$ cat config.mk
export PLATFORM = sky130hd
export DESIGN_NAME = rtc_bus_ctrl
export DESIGN_NICKNAME = d
export VERILOG_FILES = /design/src/rtl/rtc_pkg.sv /design/src/rtl/rtc_phase_timer.sv /design/src/rtl/rtc_bus_ctrl.sv
export SDC_FILE = /design/constraint.sdc
export NUM_CORES = 1
export LEC_CHECK = 0
export CAP_MARGIN = 20
export CORE_MARGIN = 2
export CORE_UTILIZATION = 40
export CTS_CLUSTER_DIAMETER = 50
export CTS_CLUSTER_SIZE = 40
export DETAILED_ROUTE_END_ITERATION = 8
export PLACE_DENSITY = 0.67
export SYNTH_ARGS = -nofsm -noshare
export SYNTH_HDL_FRONTEND = slang
export SYNTH_SLANG_ARGS = --single-unit
$ cat constraint.sdc
create_clock -name clk -period 6.32 [get_ports clk]
set_input_delay 1.264 -clock clk [delete_from_list [all_inputs] [get_ports clk]]
set_output_delay 1.264 -clock clk [all_outputs]
set_load 0.005 [all_outputs]
$ cat src/rtl/rtc_pkg.sv
// rtl/rtc_pkg.sv - shared state encoding, bus timing defaults and RTC register map
package rtc_pkg;

   // Bus sequencer states (legacy-compatible encoding)
   localparam int         ST_W        = 4;
   localparam logic [3:0] ST_IDLE     = 4'd0;
   localparam logic [3:0] ST_A_SETUP  = 4'd1;
   localparam logic [3:0] ST_A_STROBE = 4'd2;
   localparam logic [3:0] ST_A_HOLD   = 4'd3;
   localparam logic [3:0] ST_GAP      = 4'd4;
   localparam logic [3:0] ST_D_SETUP  = 4'd5;
   localparam logic [3:0] ST_D_STROBE = 4'd6;
   localparam logic [3:0] ST_D_HOLD   = 4'd7;
   localparam logic [3:0] ST_DONE     = 4'd8;
   localparam logic [3:0] ST_RECOVER  = 4'd9;

   // Default phase lengths in clk cycles
   localparam int T_SETUP_DEF   = 2;
   localparam int T_PULSE_DEF   = 4;
   localparam int T_HOLD_DEF    = 2;
   localparam int T_GAP_DEF     = 3;
   localparam int T_RECOVER_DEF = 2;
   localparam int CNT_W_DEF     = 4;

   // RTC register addresses shared with the init/sequencer FSMs
   localparam logic [7:0] RTC_REG_CTRL     = 8'h02;
   localparam logic [7:0] RTC_REG_SEG      = 8'h21;
   localparam logic [7:0] RTC_REG_MIN      = 8'h22;
   localparam logic [7:0] RTC_REG_HORA     = 8'h23;
   localparam logic [7:0] RTC_REG_DIA      = 8'h24;
   localparam logic [7:0] RTC_REG_MES      = 8'h25;
   localparam logic [7:0] RTC_REG_ANIO     = 8'h26;
   localparam logic [7:0] RTC_REG_TRANSFER = 8'hF1;

endpackage

$ cat src/rtl/rtc_phase_timer.sv
// rtl/rtc_phase_timer.sv - loadable down-counter that times one bus phase
module rtc_phase_timer #(
   parameter int CNT_W = 4
) (
   input  logic             clk,
   input  logic             reset,
   input  logic             load,
   input  logic [CNT_W-1:0] value,
   output logic             zero
);

   logic [CNT_W-1:0] count;

   // load on phase entry, otherwise count down and park at zero
   always_ff @(posedge clk) begin
      if (reset)
         count <= '0;
      else if (load)
         count <= value;
      else if (count != '0)
         count <= count - 1'b1;
   end

   assign zero = (count == '0);

endmodule

$ cat src/rtl/rtc_bus_ctrl.sv
// rtl/rtc_bus_ctrl.sv - two-phase RTC address/data bus stage; RTC_BUS_VERIFY_EN adds write read-back
module rtc_bus_ctrl
   import rtc_pkg::*;
#(
   parameter int T_SETUP   = T_SETUP_DEF,
   parameter int T_PULSE   = T_PULSE_DEF,
   parameter int T_HOLD    = T_HOLD_DEF,
   parameter int T_GAP     = T_GAP_DEF,
   parameter int T_RECOVER = T_RECOVER_DEF,
   parameter int CNT_W     = CNT_W_DEF
) (
   input  logic       clk,
   input  logic       reset,
   input  logic       escritura,
   input  logic       lectura,
   input  logic [7:0] dir,
   input  logic [7:0] dato,
   output logic       fin,
   output logic       ocupado,
   output logic [7:0] dato_leido,
   output logic [7:0] ad_out,
   input  logic [7:0] ad_in,
   output logic       ad_oe,
   output logic       cs_n,
   output logic       rd_n,
   output logic       wr_n,
   output logic       a_d
`ifdef RTC_BUS_VERIFY_EN
  ,output logic       err_verif
`endif
);

   logic [ST_W-1:0]  state, state_nxt;
   logic             cmd_valid, cmd_rd;
   logic [7:0]       dir_q, dato_q;
   logic             tmr_load, tmr_zero;
   logic [CNT_W-1:0] tmr_val;
   logic             accept, capture, rd_eff, verify_next;

   // A request is taken only from a quiet IDLE; the latched command starts the bus one edge later
   assign accept  = (state == ST_IDLE) && !cmd_valid && (escritura || lectura);
   assign capture = (state == ST_D_STROBE) && tmr_zero;

`ifdef RTC_BUS_VERIFY_EN
   logic verif_q;
   assign rd_eff      = cmd_rd | verif_q;
   assign verify_next = !cmd_rd && !verif_q;
`else
   assign rd_eff      = cmd_rd;
   assign verify_next = 1'b0;
`endif

   rtc_phase_timer #(.CNT_W(CNT_W)) u_timer (
      .clk   (clk),
      .reset (reset),
      .load  (tmr_load),
      .value (tmr_val),
      .zero  (tmr_zero)
   );

   // next state: each timed phase advances when its counter reaches zero
   always_comb begin
      state_nxt = state;
      case (state)
         ST_IDLE:     if (cmd_valid) state_nxt = ST_A_SETUP;
         ST_A_SETUP:  if (tmr_zero)  state_nxt = ST_A_STROBE;
         ST_A_STROBE: if (tmr_zero)  state_nxt = ST_A_HOLD;
         ST_A_HOLD:   if (tmr_zero)  state_nxt = ST_GAP;
         ST_GAP:      if (tmr_zero)  state_nxt = ST_D_SETUP;
         ST_D_SETUP:  if (tmr_zero)  state_nxt = ST_D_STROBE;
         ST_D_STROBE: if (tmr_zero)  state_nxt = ST_D_HOLD;
         ST_D_HOLD:   if (tmr_zero)  state_nxt = verify_next ? ST_A_SETUP : ST_DONE;
         ST_DONE:                    state_nxt = ST_RECOVER;
         ST_RECOVER:  if (tmr_zero)  state_nxt = ST_IDLE;
         default:                    state_nxt = ST_IDLE;
      endcase
   end

   // phase length is loaded as T-1 whenever a new phase is entered
   always_comb begin
      tmr_load = (state_nxt != state);
      case (state_nxt)
         ST_A_SETUP, ST_D_SETUP:   tmr_val = CNT_W'(T_SETUP - 1);
         ST_A_STROBE, ST_D_STROBE: tmr_val = CNT_W'(T_PULSE - 1);
         ST_A_HOLD, ST_D_HOLD:     tmr_val = CNT_W'(T_HOLD - 1);
         ST_GAP:                   tmr_val = CNT_W'(T_GAP - 1);
         ST_RECOVER:               tmr_val = CNT_W'(T_RECOVER - 1);
         default:                  tmr_val = '0;
      endcase
   end

   // state register, command latch and read-data capture while rd_n is still low
   always_ff @(posedge clk) begin
      if (reset) begin
         state      <= ST_IDLE;
         cmd_valid  <= 1'b0;
         cmd_rd     <= 1'b0;
         dir_q      <= '0;
         dato_q     <= '0;
         dato_leido <= '0;
      end else begin
         state <= state_nxt;
         if (accept) begin
            dir_q     <= dir;
            dato_q    <= dato;
            cmd_rd    <= !escritura;
            cmd_valid <= 1'b1;
         end else if (state == ST_IDLE) begin
            cmd_valid <= 1'b0;
         end
         if (capture && cmd_rd)
            dato_leido <= ad_in;
      end
   end

`ifdef RTC_BUS_VERIFY_EN
   // read-back pass after a write: compared at the end of its read strobe
   always_ff @(posedge clk) begin
      if (reset) begin
         verif_q   <= 1'b0;
         err_verif <= 1'b0;
      end else begin
         if ((state == ST_D_HOLD) && (state_nxt == ST_A_SETUP))
            verif_q <= 1'b1;
         else if (state == ST_DONE)
            verif_q <= 1'b0;
         if (accept)
            err_verif <= 1'b0;
         else if (capture && verif_q)
            err_verif <= (ad_in != dato_q);
      end
   end
`endif

   // registered bus outputs decoded from the state being entered
   always_ff @(posedge clk) begin
      if (reset) begin
         cs_n    <= 1'b1;
         rd_n    <= 1'b1;
         wr_n    <= 1'b1;
         a_d     <= 1'b0;
         ad_oe   <= 1'b0;
         ad_out  <= '0;
         fin     <= 1'b0;
         ocupado <= 1'b0;
      end else begin
         cs_n    <= 1'b1;
         rd_n    <= 1'b1;
         wr_n    <= 1'b1;
         a_d     <= 1'b0;
         ad_oe   <= 1'b0;
         ad_out  <= '0;
         fin     <= (state_nxt == ST_DONE);
         ocupado <= (state_nxt != ST_IDLE) || accept;
         case (state_nxt)
            ST_A_SETUP, ST_A_STROBE, ST_A_HOLD: begin
               cs_n   <= 1'b0;
               ad_oe  <= 1'b1;
               ad_out <= dir_q;
               wr_n   <= (state_nxt != ST_A_STROBE);
            end
            ST_D_SETUP, ST_D_STROBE, ST_D_HOLD: begin
               cs_n   <= 1'b0;
               a_d    <= 1'b1;
               ad_oe  <= !rd_eff;
               ad_out <= rd_eff ? 8'h00 : dato_q;
               if (state_nxt == ST_D_STROBE) begin
                  rd_n <= !rd_eff;
                  wr_n <= rd_eff;
               end
            end
            default: ;
         endcase
      end
   end

endmodule

-- After elaboration in Yosys (flattened, before gate mapping)
Memory sizes are Yosys's and may differ from the RTL's.
Index checks and enable logic that the tools add are counted.
- flip-flop bits (word level): 49
- memory bits (read-only): 32
- input port bits: 28
- output and inout bits: 23
- memories kept: 1
- add/subtract/negate cells: 1
- equal/unequal tests: 18
- multiplexer cells: 21
- bitwise logic cells: 2
- reduce and logical (&&, ||, !) cells: 19
- memory list (memory ; words ; width ; read ports ; clocked after memory_dff ; wr ports ; RTL line ; source):
    (no name shown) ; 16 ; 2 ; 1 ; 0 ; 0 ; rtc_bus_ctrl.sv:82 ; case (state_nxt)
- operators by type and width (cell ; number):
    4-bit 2-to-1 mux ; 11
    4-bit case mux with 10 select lines ; 1
    4-bit by 3-bit == test with 1-bit output (second input constant) ; 7
    4-bit by 2-bit == test with 1-bit output (second input constant) ; 4
    8-bit case mux with 2 select lines ; 1
    4-bit == test (second input constant) ; 3
    3-bit OR reduction ; 3
    4-bit by 1-bit == test with 1-bit output (second input constant) ; 2
    4-bit logical NOT ; 2
    8-bit 2-to-1 mux ; 1
    4-bit nonzero test ; 2
    6-bit OR reduction ; 1
    1-bit 2-to-1 mux ; 5
    1-bit logical AND ; 4
    4-bit by 2-bit inequality test with 1-bit output (second input constant) ; 1
    4-bit inequality test ; 1
    1-bit case mux with 2 select lines ; 2
    2-bit nonzero test ; 2
    4-bit by 1-bit subtractor with 4-bit output (second input constant) ; 1
    1-bit logical NOT ; 3
    1-bit logical OR ; 2
    1-bit NOT ; 2

-- Depth between registers and ports, before layout
- word-level depth: 7
- gate-level depth with buffers: 8
- mapped depth without buffers: 6

-- Cells and area by module
Synthesis repeated with hierarchy kept, for this count alone.
- cells, all modules: 214
- area total of the unflattened synthesis: 2059.5 um^2
- modules (own cells, without submodules) (module ; instances ; cells an instance ; area an instance (um^2)):
    rtc_bus_ctrl ; 1 ; 190 ; 1830.5
    rtc_phase_timer ; 1 ; 24 ; 229.0

-- Worst setup path after synthesis
No wires, ideal clock.
- path kind: input -> register
- start point: input port lectura
- end point: register dato_q[4]
- library setup time: 128 ps
- arrival: 2200 ps
- data required time: 6192 ps
- path slack: 3992 ps
- stages on the path: 5
- buffers on the path: 1
- cells stage by stage: nor2_1 > nor4_4 > buf_4 > mux2i_1 > nor2_1
- word-level cells in the longest chain between the ends: 2
- ends and longest elaborated chain (item ; RTL line ; source):
    start: declaration ; rtc_bus_ctrl.sv:15 ; input logic lectura,
    1-bit logical OR ; rtc_bus_ctrl.sv:41 ; assign accept = (state == ST_IDLE) && !cmd_valid && (escritura || lectura);
    1-bit logical AND ; rtc_bus_ctrl.sv:41 ;
    end signal: assignment ; rtc_bus_ctrl.sv:105 ; dato_q <= dato;
    end: declaration ; rtc_bus_ctrl.sv:35 ; logic [7:0] dir_q, dato_q;
Every way passes these cells.
A chain may end at the register's enable or synchronous reset.

==> impl_metrics.env <==
export IMPL_outcome="finished, final reports clean"
export IMPL_viasPerCell=5.04
export IMPL_gp_congestion=0.756
export IMPL_crit_start="reset"
export IMPL_crit_type="in -> reg"
export IMPL_setup_viol=0
export IMPL_endpoint="a_d$_SDFF_PP0_"
export IMPL_area_delta_synth_final_pct=31.8
export IMPL_yosys_register_bits=49
export IMPL_cp_end_kind="flop"
export IMPL_yosysTopAreaCellShare_pct=49.2
export IMPL_antenna_found_initial=0
export IMPL_synthArstFlopShare_pct=0
export IMPL_wl_mm=4.18
export IMPL_root_buffer="clkbuf_8"
export IMPL_worst_setup_path_start_kind="primary input"
export IMPL_die_area_um2=5560
export IMPL_grt_pass1_wl_mm=6.88
export IMPL_rows=25
export IMPL_cts_tree="yes"
export IMPL_avgSynthCellArea_um2=9.45
export IMPL_dieHeight_um=74.6
export IMPL_num_antenna_cells=0
export IMPL_netlist_area_um2=1990
export IMPL_hpwlAfterDp_mm=2.80
export IMPL_crit_path_frequent_cell="buf_4"
export IMPL_synth_ff_type="dfxtp_1"
export IMPL_worst_pin_slew_ns=0.719
export IMPL_fill_cells=460
export IMPL_hold_buffers=0
export IMPL_synth_cell_type_count=38
export IMPL_final_common_cell="clkdlybuf4s50_1"
export IMPL_dp_slack_ns=3.54
export IMPL_final_net_count=286
export IMPL_synth_nets=240
export IMPL_p_per_area_nw_per_um2=379
export IMPL_clkSinkCount=49
export IMPL_period_share_pct=38.9
export IMPL_cp_required_ns=6.55
export IMPL_port_buffers=50
export IMPL_layout_common_cells="clkdlybuf4s50_1 (50), dfxtp_1 (49), nor2_1 (35), mux2i_1 (24), a21oi_1 (18)"
export IMPL_cts_repair_resized=0
export IMPL_track_usage_pct=16.2
export IMPL_start_util_pct=41.9
export IMPL_netlist_top_cells_area="dfxtp_1 (49%), mux2i_1 (12%), nor2_1 (6.6%)"
export IMPL_overflow=0
export IMPL_hold_violations=0
export IMPL_rr_endpoint="dato_leido[5]$_SDFFE_PP0P_"
export IMPL_drtIter0Drc=95
export IMPL_slowest_delay_ns=0.39
export IMPL_synth_cells=211
export IMPL_htree_num_levels=2
export IMPL_ff2ff_setup_slack_ns=4.13
export IMPL_cts_max_path_buffers=2
export IMPL_final_util_pct=55.2
export IMPL_ir_worst_vdd_uv=159
export IMPL_die_w_um=74.6
export IMPL_clkTransAtPathRegs_ns=0.09
export IMPL_timing_final_ws_setup_ns=3.86
export IMPL_rsz0062_at_grt="no"
export IMPL_synth_edf_count=0
export IMPL_drc_errors=0
export IMPL_post_cts_buffers=0
export IMPL_finalPower_uw=995
export IMPL_maxCapViolCount=0
export IMPL_ys_seq_area_share_pct=49.2
export IMPL_grt_max_degree=35
export IMPL_crit_fanout=34
export IMPL_fmax_ghz=0.407
export IMPL_routedWlPerCell_um=12.9
export IMPL_min_path_type="reg -> reg"
export IMPL_cp_slowest_cell="clkdlybuf4s50_1"
export IMPL_clock_skew_ns=0.00530
export IMPL_final_setup_tns_ns=0
export IMPL_worstRegToRegCells=6
export IMPL_min_period_ns=2.46
export IMPL_arrival_ns=2.69
export IMPL_worstSkewPairLatency_ns=0.30
export IMPL_hold_worst_slack_ns=0.474
export IMPL_final_antenna_net_count=0
export IMPL_cts_made_buffers=5
export IMPL_regToRegStartpoint="u_timer.count[0]$_SDFFE_PP0P_"
export IMPL_fp_coreArea_um2=4750
export IMPL_crit_path_cell_trace="clkdlybuf4s50_1 -> buf_4 -> nor2_1 -> o311ai_1 -> buf_4 -> nor3_1"
export IMPL_yosys_area_top_type="dfxtp_1"
export IMPL_dr_pass1_iters=4
export IMPL_vias=1633
export IMPL_p_leak_uw=0.000970
export IMPL_slew_violations=0
export IMPL_layout_drive_gt1_share_pct=6.23
export IMPL_maxSlewHeadroom_pct=52.0
export IMPL_yosysWarnings=0
export IMPL_pin_count=51
export IMPL_first_global_vias=1475
-- layer usage --
layer	track usage, %	wire, um	up-vias
met5	0	0	-
met4	5.36	33	0
met3	5.01	260	4
met2	24.3	1900	48
met1	22.2	1980	739
li1	-	-	842
-- Yosys cell counts, types with 2 or more instances --
library cell   n
inv_1          3
clkbuf_1      12
mux2i_1       24
a21oi_1       18
o211ai_1       9
o21ai_1        2
or3_1          3
nor4_4         2
o311ai_1       3
nor3_1         8
nand2_1        6
dfxtp_1       49
nor2_1        35
o31ai_1        2
nand4_1        2
nand3_1       11
-- cell families (layout without fill, tap and decap cells) --
group,Yosys count,in the layout,synth area share (%)
simple gates,74,74,19.1
flops,49,49,49.2
compound gates,43,43,14.0
mux,25,25,12.6
buf+inv,18,64,3.95
fa+ha+maj,1,1,0.628
xor+xnor,1,1,0.440
-- worst max-delay path, delay by kind of cell --
kind / cells / cell delay [ns]
buffers and inverters: 3 / 0.83
AO/OA/AOI/OAI: 1 / 0.15
AND/OR/NAND/NOR: 2 / 0.43
-- per-stage QoR --
| stage | area [um2] | cells |
|---|---|---|
| CTS | 2630 | 324 |
| global route | 2630 | 324 |
| floorplan | 1990 | 211 |
| finish | 2630 | 324 |
| global placement | 2540 | 317 |
| detailed placement | 2540 | 317 |
-- how the worst min path moves through the flow --
| stage | start | to | slack, ns | cells after the start |
|---|---|---|---|---|
| detailed placement | dir_q[0]$_SDFFE_PP0P_ | ad_out[0]$_SDFF_PP0_ | 0.46 | 2 |
| CTS | dir_q[0]$_SDFFE_PP0P_ | ad_out[0]$_SDFF_PP0_ | 0.48 | 2 |
| floorplan | cmd_rd$_SDFFE_PP0P_ | rd_n$_SDFF_PP1_ | 0.41 | 1 |
| finish | dir_q[0]$_SDFFE_PP0P_ | ad_out[0]$_SDFF_PP0_ | 0.47 | 2 |
| global route | dir_q[2]$_SDFFE_PP0P_ | ad_out[2]$_SDFF_PP0_ | 0.50 | 2 |
| global placement | dir_q[0]$_SDFFE_PP0P_ | ad_out[0]$_SDFF_PP0_ | 0.46 | 2 |
-- sequential cells by signal, indices dropped and copies added, names as in the netlist --
signal	cells
a_d	1
ad_oe	1
ad_out	8
cmd_rd	1
cmd_valid	1
cs_n	1
dato_leido	8
dato_q	8
dir_q	8
fin	1
ocupado	1
rd_n	1
state	4
u_timer.count	4
wr_n	1
-- power by group --
part / leakage, uW / switching (uW) / internal (uW)
clock: 0.0000433 / 99.2 / 86.6
sequential: 0.000400 / 54.0 / 376
combinational: 0.000526 / 193 / 185
total: 0.000970 / 347 / 648
-- final cells by class --
| class | count | area, um2 | area share (%) |
|---|---|---|---|
| clock inverter | 1 | 7.51 | 0.286 |
| inverter | 4 | 15.0 | 0.572 |
| clock buffer | 6 | 82.6 | 3.14 |
| multi-input combinational | 144 | 933 | 35.5 |
| tap | 67 | 83.8 | 3.19 |
| sequential | 49 | 981 | 37.4 |
| timing repair buffer | 53 | 523 | 19.9 |
(Power assumes the default switching activity.)
